==> config.mk <==
export PLATFORM = sky130hd
export DESIGN_NAME = sample_feeder
export DESIGN_NICKNAME = d
export VERILOG_FILES = /design/src/rtl/sample_feeder.sv
export SDC_FILE = /design/constraint.sdc
export NUM_CORES = 1
export LEC_CHECK = 0
export CAP_MARGIN = 40
export CORE_UTILIZATION = 45
export CTS_CLUSTER_SIZE = 12
export DETAILED_ROUTE_END_ITERATION = 10
export PLACE_DENSITY = 0.69
export SLEW_MARGIN = 20
export SYNTH_ARGS = -nofsm -noshare
export SYNTH_HDL_FRONTEND = slang
export SYNTH_SLANG_ARGS = --single-unit
==> constraint.sdc <==
create_clock -name clk -period 2.06 [get_ports clk]
set_input_delay 0.412 -clock clk [delete_from_list [all_inputs] [get_ports clk]]
set_output_delay 0.412 -clock clk [all_outputs]
set_load 0.1 [all_outputs]
==> src/rtl/sample_feeder.sv <==
// -----------------------------------------------------------------------------
// sample_feeder
//   Buffers producer samples in a small FIFO and releases them at a fixed
//   sample rate (one pop attempt every DIV clocks while run=1), driving a
//   registered sample word plus a one-cycle shift-enable strobe for a FIR.
//
// Parameters
//   N      sample width in bits
//   DEPTH  FIFO depth in samples (power of two, >= 2)
//   DIV    sample period in clk cycles (>= 2)
//
// Ports
//   clk           clock, all state updates on rising edge
//   rst           asynchronous active-low reset
//   run           enables the sample-rate timer
//   in_valid      producer has in_data
//   in_data       incoming sample (N bits)
//   in_ready      FIFO can accept a sample (level != DEPTH)
//   clr_underrun  synchronous clear of the underrun flag
//   sample        registered sample driving the FIR input
//   ena           one-cycle strobe marking a new sample
//   level         current FIFO occupancy
//   underrun      sticky flag, set when a tick finds the FIFO empty
// -----------------------------------------------------------------------------
module sample_feeder #(
  parameter int N     = 16,
  parameter int DEPTH = 4,
  parameter int DIV   = 8
) (
  input  logic                     clk,
  input  logic                     rst,
  input  logic                     run,
  input  logic                     in_valid,
  input  logic [N-1:0]             in_data,
  output logic                     in_ready,
  input  logic                     clr_underrun,
  output logic [N-1:0]             sample,
  output logic                     ena,
  output logic [$clog2(DEPTH):0]   level,
  output logic                     underrun
);

  localparam int AW = $clog2(DEPTH);
  localparam int LW = AW + 1;
  localparam int TW = $clog2(DIV);

  localparam logic [TW-1:0] TIMER_MAX  = TW'(DIV - 1);
  localparam logic [LW-1:0] LEVEL_FULL = LW'(DEPTH);

  // State
  logic [N-1:0]  r_mem [DEPTH];
  logic [AW-1:0] r_wr_ptr;
  logic [AW-1:0] r_rd_ptr;
  logic [LW-1:0] r_level;
  logic [TW-1:0] r_timer;
  logic [N-1:0]  r_sample;
  logic          r_ena;
  logic          r_underrun;

  // Per-cycle decisions
  logic          w_ready;
  logic          w_empty;
  logic          w_tick;
  logic          w_push;
  logic          w_pop;
  logic          w_underrun_evt;
  logic [LW-1:0] w_level_nxt;
  logic [TW-1:0] w_timer_nxt;

  // All handshake decisions use the registered level only, so a pushed sample
  // can never be popped in its own push cycle and in_ready never depends on
  // a same-cycle pop.
  always_comb begin
    w_ready        = (r_level != LEVEL_FULL);
    w_empty        = (r_level == '0);
    w_tick         = run && (r_timer == TIMER_MAX);
    w_push         = in_valid && w_ready;
    w_pop          = w_tick && !w_empty;
    w_underrun_evt = w_tick && w_empty;

    w_level_nxt = r_level;
    if (w_push && !w_pop) begin
      w_level_nxt = r_level + LW'(1);
    end else if (w_pop && !w_push) begin
      w_level_nxt = r_level - LW'(1);
    end

    w_timer_nxt = '0;
    if (run && (r_timer != TIMER_MAX)) begin
      w_timer_nxt = r_timer + TW'(1);
    end
  end

  // Control / datapath registers
  always_ff @(posedge clk or negedge rst) begin
    if (!rst) begin
      r_wr_ptr   <= '0;
      r_rd_ptr   <= '0;
      r_level    <= '0;
      r_timer    <= '0;
      r_sample   <= '0;
      r_ena      <= 1'b0;
      r_underrun <= 1'b0;
    end else begin
      r_level <= w_level_nxt;
      r_timer <= w_timer_nxt;
      r_ena   <= w_pop;

      if (w_push) begin
        r_wr_ptr <= r_wr_ptr + AW'(1);
      end
      if (w_pop) begin
        r_rd_ptr <= r_rd_ptr + AW'(1);
        r_sample <= r_mem[r_rd_ptr];
      end

      // A same-cycle underrun event wins over the clear.
      if (w_underrun_evt) begin
        r_underrun <= 1'b1;
      end else if (clr_underrun) begin
        r_underrun <= 1'b0;
      end
    end
  end

  // Storage is not reset: its contents are unobservable until written.
  always_ff @(posedge clk) begin
    if (w_push) begin
      r_mem[r_wr_ptr] <= in_data;
    end
  end

  assign in_ready = w_ready;
  assign sample   = r_sample;
  assign ena      = r_ena;
  assign level    = r_level;
  assign underrun = r_underrun;

endmodule

==> qor.yml, run 1 <==
outcome: "complete, no violations"
worst_r2r_path_depth: 9
place_hpwl_mm: 3.77
ys_types: 26
port_buffers: 42
finalCriticalPeriod_ns: 1.97
rows: 32
crit_cells: 9
fmax_mhz: 507
endpoint_kind: "flip-flop"
worstPathCellList: "ha_1, ha_2, nand3b_1, ha_2, inv_1, fa_2, xor2_1, nor2_1, xor2_1"
postCtsHoldBufs: 0
slew_headroom_pct: 67.9
multi_input_area_um2: 897
clockBufferDepth: 2
areaGrowthSynthToFinish_pct: 23.7
drc_errors: 0
synth_top_area_share_pct: 53.8
drive_gt1_share_pct: 37.8
fin_crit_sh_pct: 95.7
post_cts_buffers: 0
hold_viol: 0
path_buf_inv: 1
yosys.area.top_type: "edfxtp_1"
grt_pass1_vias: 1710
cts_tree: "done"
fin_hold_ws_ns: 0.425
syn_area_per_cell_um2: 21.5
hp-class: "in2async"
cp_max_fo: 5
rsz0062_at_grt: "no"
finalInstanceArea_mm2: 0.00442
place_area_mm2: 0.00425
setup_tns_ns: 0
antennaDiodeCount: 0
synth_cells: 166
cts_buffers: 9
yosys_warnings: 0
grt_pass1_wl_mm: 8.63
powerDensity_mw_per_mm2: 1130
final_cell_mix: "edfxtp_1 (64), buf_4 (36), dfrtp_1 (25)"
dieArea_mm2: 0.00830
via_per_inst: 4.91
finalWeightedCongestion: 0.723
start_util_pct: 46.5
cpPeakStageDelay_ns: 0.39
criticalPathCategory: "reg2reg"
drt_wl_total_mm: 5.38
wl_per_cell_um: 15.8
die_y_um: 91.1
cp_top_family: "adder cells"
synth_area_mm2: 0.00357
vias: 1669
grt_start_max_net_pins: 19
clk_latency_ns: 0.34
crit_slowest_cell: "dfrtp_1"
n_fill_cell: 622
drt_iter0_markers: 131
skew_ns: 0.00711
timing.max_cap.violations: 0
core_mm2: 0.00769
p_leak_nw: 1.70
cp-start-kind: "flip-flop"
ff_latch_area_mm2: 0.00263
ctsResizeCount: 0
htree_levels: 3
ioPinCount: 43
setup_viol: 0
ys_top_cells_by_area: "edfxtp_1 (54%), dfrtp_1 (20%), mux4_1 (5.9%)"
root_buffer: "clkbuf_8"
dp_cells: 324
grt_util_all_layers_pct: 14.4
grt_antenna_before_repair: 0
ir_worst_vdd_mv: 0.724
ys_seq_area_share_pct: 73.4
layout_setup_ws_ns: 0.0892
place_ws_ns: -0.0612
drv_slew: 0
synth_nets: 195
layout_commonest_cell: "edfxtp_1"
nets: 262
arrival_ns: 2.23
ant_nets: 0
instances_no_fill: 340
ys_seq_elements: 92
dr.pass1.iters: 4
cts.sinks: 92
overflow: 0
die_x_um: 91.1
path_clk_slew_ns: 0.08
cp_data_required_time_ns: 2.32
tightest_slew_ns: 0.482
==> area by class of cell <==
type	instances	area share (%)
clock buffers	11	3.20
clock inverters	5	0.623
inverters	5	0.425
multi-input cells	64	20.3
flip-flops and latches	92	59.6
well taps	102	2.89
repair buffers	61	12.9
==> synth_stat cells (all sizes together) <==
master / n
mux2: 18
ha: 7
nand3: 1
xor2: 3
nor3b: 1
edfxtp: 64
o21ai: 1
nand2: 2
and3b: 2
a21boi: 1
clkbuf: 1
nand3b: 1
xnor2: 3
mux4: 16
nor2: 2
and2: 4
dfrtp: 28
inv: 5
nor3: 1
buf: 4
fa: 1
==> worst paths after layout <==
check                            from         end  slack [ns]
max in group asynchronous         rst    level[2]        1.43
setup reg to reg           r_timer[0]    level[2]        0.09
hold reg to reg            r_timer[0]  r_timer[0]        0.46
min in group clk           r_timer[0]  r_timer[0]        0.46
hold / removal                    rst   sample[4]        0.43
setup / recovery           r_timer[0]    level[2]        0.09
==> power breakdown <==
group / switching (W) / internal [W]
sequential: 0.000147 / 0.00237
clock: 0.000563 / 0.000462
combinational: 0.000921 / 0.000533
==> cell families after synthesis <==
| family | synth area share (%) |
|---|---|
| adders and majority gates | 3.01 |
| buffers and inverters | 1.96 |
| DFF | 73.4 |
| AOI/OAI and AO/OA | 0.350 |
| xor gates and xnor gates | 1.47 |
| and+or+nand+nor | 2.31 |
| muxes | 17.4 |
==> per-layer routing <==
metal | part of all wire, % | track usage (%)
met1 | 44 | 17.9
met4 | 0.78 | 4.76
met3 | 3.5 | 4.86
met5 | 0 | 0
met2 | 52 | 23.9
==> per-stage QoR <==
| stage | util (%) | total power [W] |
|---|---|---|
| 2_1_floorplan | - | 0.00356 |
| 3_3_place_gp | 55.2 | 0.00401 |
| 3_5_place_dp | 55.2 | 0.00404 |
| 4_1_cts | 57.4 | 0.00506 |
| 5_1_grt | 57.5 | 0.00524 |
| 6_report | 57.5 | 0.00500 |
==> worst reg2reg max path: stages (launching register included) <==
cell      delay [ns]
dfrtp_1         0.39
ha_1            0.20
ha_2            0.20
nand3b_1        0.12
ha_2            0.19
inv_1           0.05
fa_2            0.33
xor2_1          0.15
nor2_1          0.11
xor2_1          0.16
==> sequential cells by signal (all words and copies together) (netlist names) <==
| signal | cells |
|---|---|
| ena | 1 |
| r_wr_ptr | 2 |
| level | 3 |
| r_rd_ptr | 2 |
| r_mem | 64 |
| r_timer | 3 |
| sample | 16 |
| underrun | 1 |
Note: power is estimated with default switching activity, not from simulation.
==> run 2, diff against run 1 <==
- REMOVE_ABC_BUFFERS: not set -> 1
==> run 2 against run 1 <==
Global-route usage is 0.74 points higher. Via count rose by 1.9%. Critical path type unchanged. Register-to-register slack barely moved. Cell count up 0.59%. Count of clock-buffer cells in the layout shrank 1. Die area unchanged. First-iteration DRC count decreased by 46%.
==> qor.yml, run 2 (synthesized netlist as in run 1, its figures left out) <==
outcome: "complete, no violations"
drc_errors: 0  # unchanged
place_hpwl_mm: 3.72  # -1.4%
rsz0062_at_grt: "no"
cp_max_fo: 2  # -3
areaGrowthSynthToFinish_pct: 24.2
timing.max_cap.violations: 0  # unchanged
grt_util_all_layers_pct: 15.2  # +0.74 points
cp-start-kind: "flip-flop"
layout_commonest_cell: "edfxtp_1"
ff_latch_area_mm2: 0.00262  # -0.43%
skew_ns: 0.00816  # +0.00105 ns
cts.sinks: 92  # unchanged
drt_wl_total_mm: 5.62  # +4.5%
fin_crit_sh_pct: 95.8  # +0.17 points
tightest_slew_ns: 0.389  # -0.0923 ns
setup_viol: 0  # unchanged
drt_iter0_markers: 71  # -46%
cp_top_family: "adder cells"
drive_gt1_share_pct: 36.7  # -1.1 points
overflow: 0  # unchanged
crit_slowest_cell: "dfrtp_1"
dr.pass1.iters: 4  # unchanged
fin_hold_ws_ns: 0.446  # +0.0209 ns
start_util_pct: 46.5  # unchanged
endpoint_kind: "flip-flop"
die_y_um: 91.1  # unchanged
hold_viol: 0  # unchanged
criticalPathCategory: "reg2reg"
ir_worst_vdd_mv: 0.607  # -16%
finalCriticalPeriod_ns: 1.97  # +0.00349 ns
arrival_ns: 2.25  # +0.02 ns
powerDensity_mw_per_mm2: 1180  # +4.4%
n_fill_cell: 621  # -0.16%
clk_latency_ns: 0.35  # about the same
grt_pass1_wl_mm: 9.17  # +6.2%
fmax_mhz: 507  # -0.18%
cts_buffers: 9  # unchanged
nets: 264  # +0.76%
port_buffers: 42  # unchanged
grt_pass1_vias: 1807  # +5.7%
finalWeightedCongestion: 0.685  # -5.3%
rr_endpoint: "level[2]"
path_clk_slew_ns: 0.09  # about the same
cts_tree: "done"
post_cts_buffers: 0  # unchanged
slew_headroom_pct: 74.0  # +6.2 points
dieArea_mm2: 0.00830  # unchanged
cp_data_required_time_ns: 2.34  # +0.02 ns
dp_cells: 326  # +0.62%
rows: 32  # unchanged
multi_input_area_um2: 888  # -0.98%
final_cell_mix: "edfxtp_1 (64), buf_4 (40), dfrtp_1 (28)"
core_mm2: 0.00769  # unchanged
antennaDiodeCount: 0  # unchanged
finalInstanceArea_mm2: 0.00443  # +0.40%
place_area_mm2: 0.00421  # -0.88%
top_register: "r_mem"
htree_levels: 3  # unchanged
via_per_inst: 4.97  # +1.3%
drv_slew: 0  # unchanged
grt_antenna_before_repair: 0  # unchanged
p_leak_nw: 1.73  # +1.7%
wl_per_cell_um: 16.4  # +3.9%
clockBufferDepth: 2  # unchanged
largest_register_ffs: 64  # unchanged
ioPinCount: 43  # unchanged
worst_r2r_path_depth: 9  # unchanged
die_x_um: 91.1  # unchanged
path_buf_inv: 1  # unchanged
cpPeakStageDelay_ns: 0.39  # about the same
instances_no_fill: 342  # +0.59%
setup_tns_ns: 0  # unchanged
worstPathCellList: "ha_1, ha_2, nand3b_1, ha_2, inv_1, fa_1, xor2_1, nor2_1, xor2_1"
r2r-start: "r_timer[0]"
vias: 1701  # +1.9%
ant_nets: 0  # unchanged
ff2ff_setup_slack_ns: 0.09  # about the same
grt_start_max_net_pins: 29  # +10
hp-class: "in2async"
root_buffer: "clkbuf_8"
run 2: cell count changes in the layout (fill, tap and decap cells not counted), sizes merged:
cell,previous run,this run
buf,41,43
bufinv,0,2
clkbuf,11,10
clkinv,3,2
run 2: report_power, final:
group / leakage, nW / internal (W) / switching (W)
clock: 0.102 / 0.000683 / 0.000599
combinational: 0.670 / 0.000534 / 0.000950
sequential: 0.961 / 0.00235 / 0.000119
run 2: repair_timing:
action                                  in CTS  in global routing
hold buffers                                 0                  0
endpoints found under the setup margin       0                  1
resized for setup                            0                  3
run 2: area by class of cell:
type / count / area share (%)
Sequential cell: 92 / 59.1
Multi-Input combinational cell: 64 / 20.0
Timing Repair Buffer: 63 / 12.6
Clock buffer: 10 / 2.88
Tap cell: 102 / 2.88
Clock inverter: 6 / 2.00
Inverter: 5 / 0.423
run 2: metrics by stage:
step	worst slack (ns)	util (%)	power, W
after floorplan	-0.556	-	0.00348
after global placement	-0.0949	54.7	0.00397
after detailed placement	-0.118	54.7	0.00401
after CTS	0.0463	57.6	0.00530
after global routing	0.00565	57.7	0.00547
final	0.0857	57.7	0.00524
run 2: routing by layer:
layer  vias up  wire length (um)  track usage (%)
met5         -                 0                0
met4         0                93             5.95
met3        10               216             4.10
met2        40              2830             25.4
met1       864              2480             18.8
li1        787                 -                -
run 2: how the worst max path moves through the flow:
stage	start	cells after the start	to	slack, ns
after floorplan	level[1]	8	level[2]	-0.56
after global placement	in_valid	8	level[2]	-0.09
after detailed placement	in_valid	8	level[2]	-0.12
after CTS	level[0]	8	level[2]	0.05
after global routing	r_timer[0]	9	level[2]	0.006
final	r_timer[0]	9	level[2]	0.09
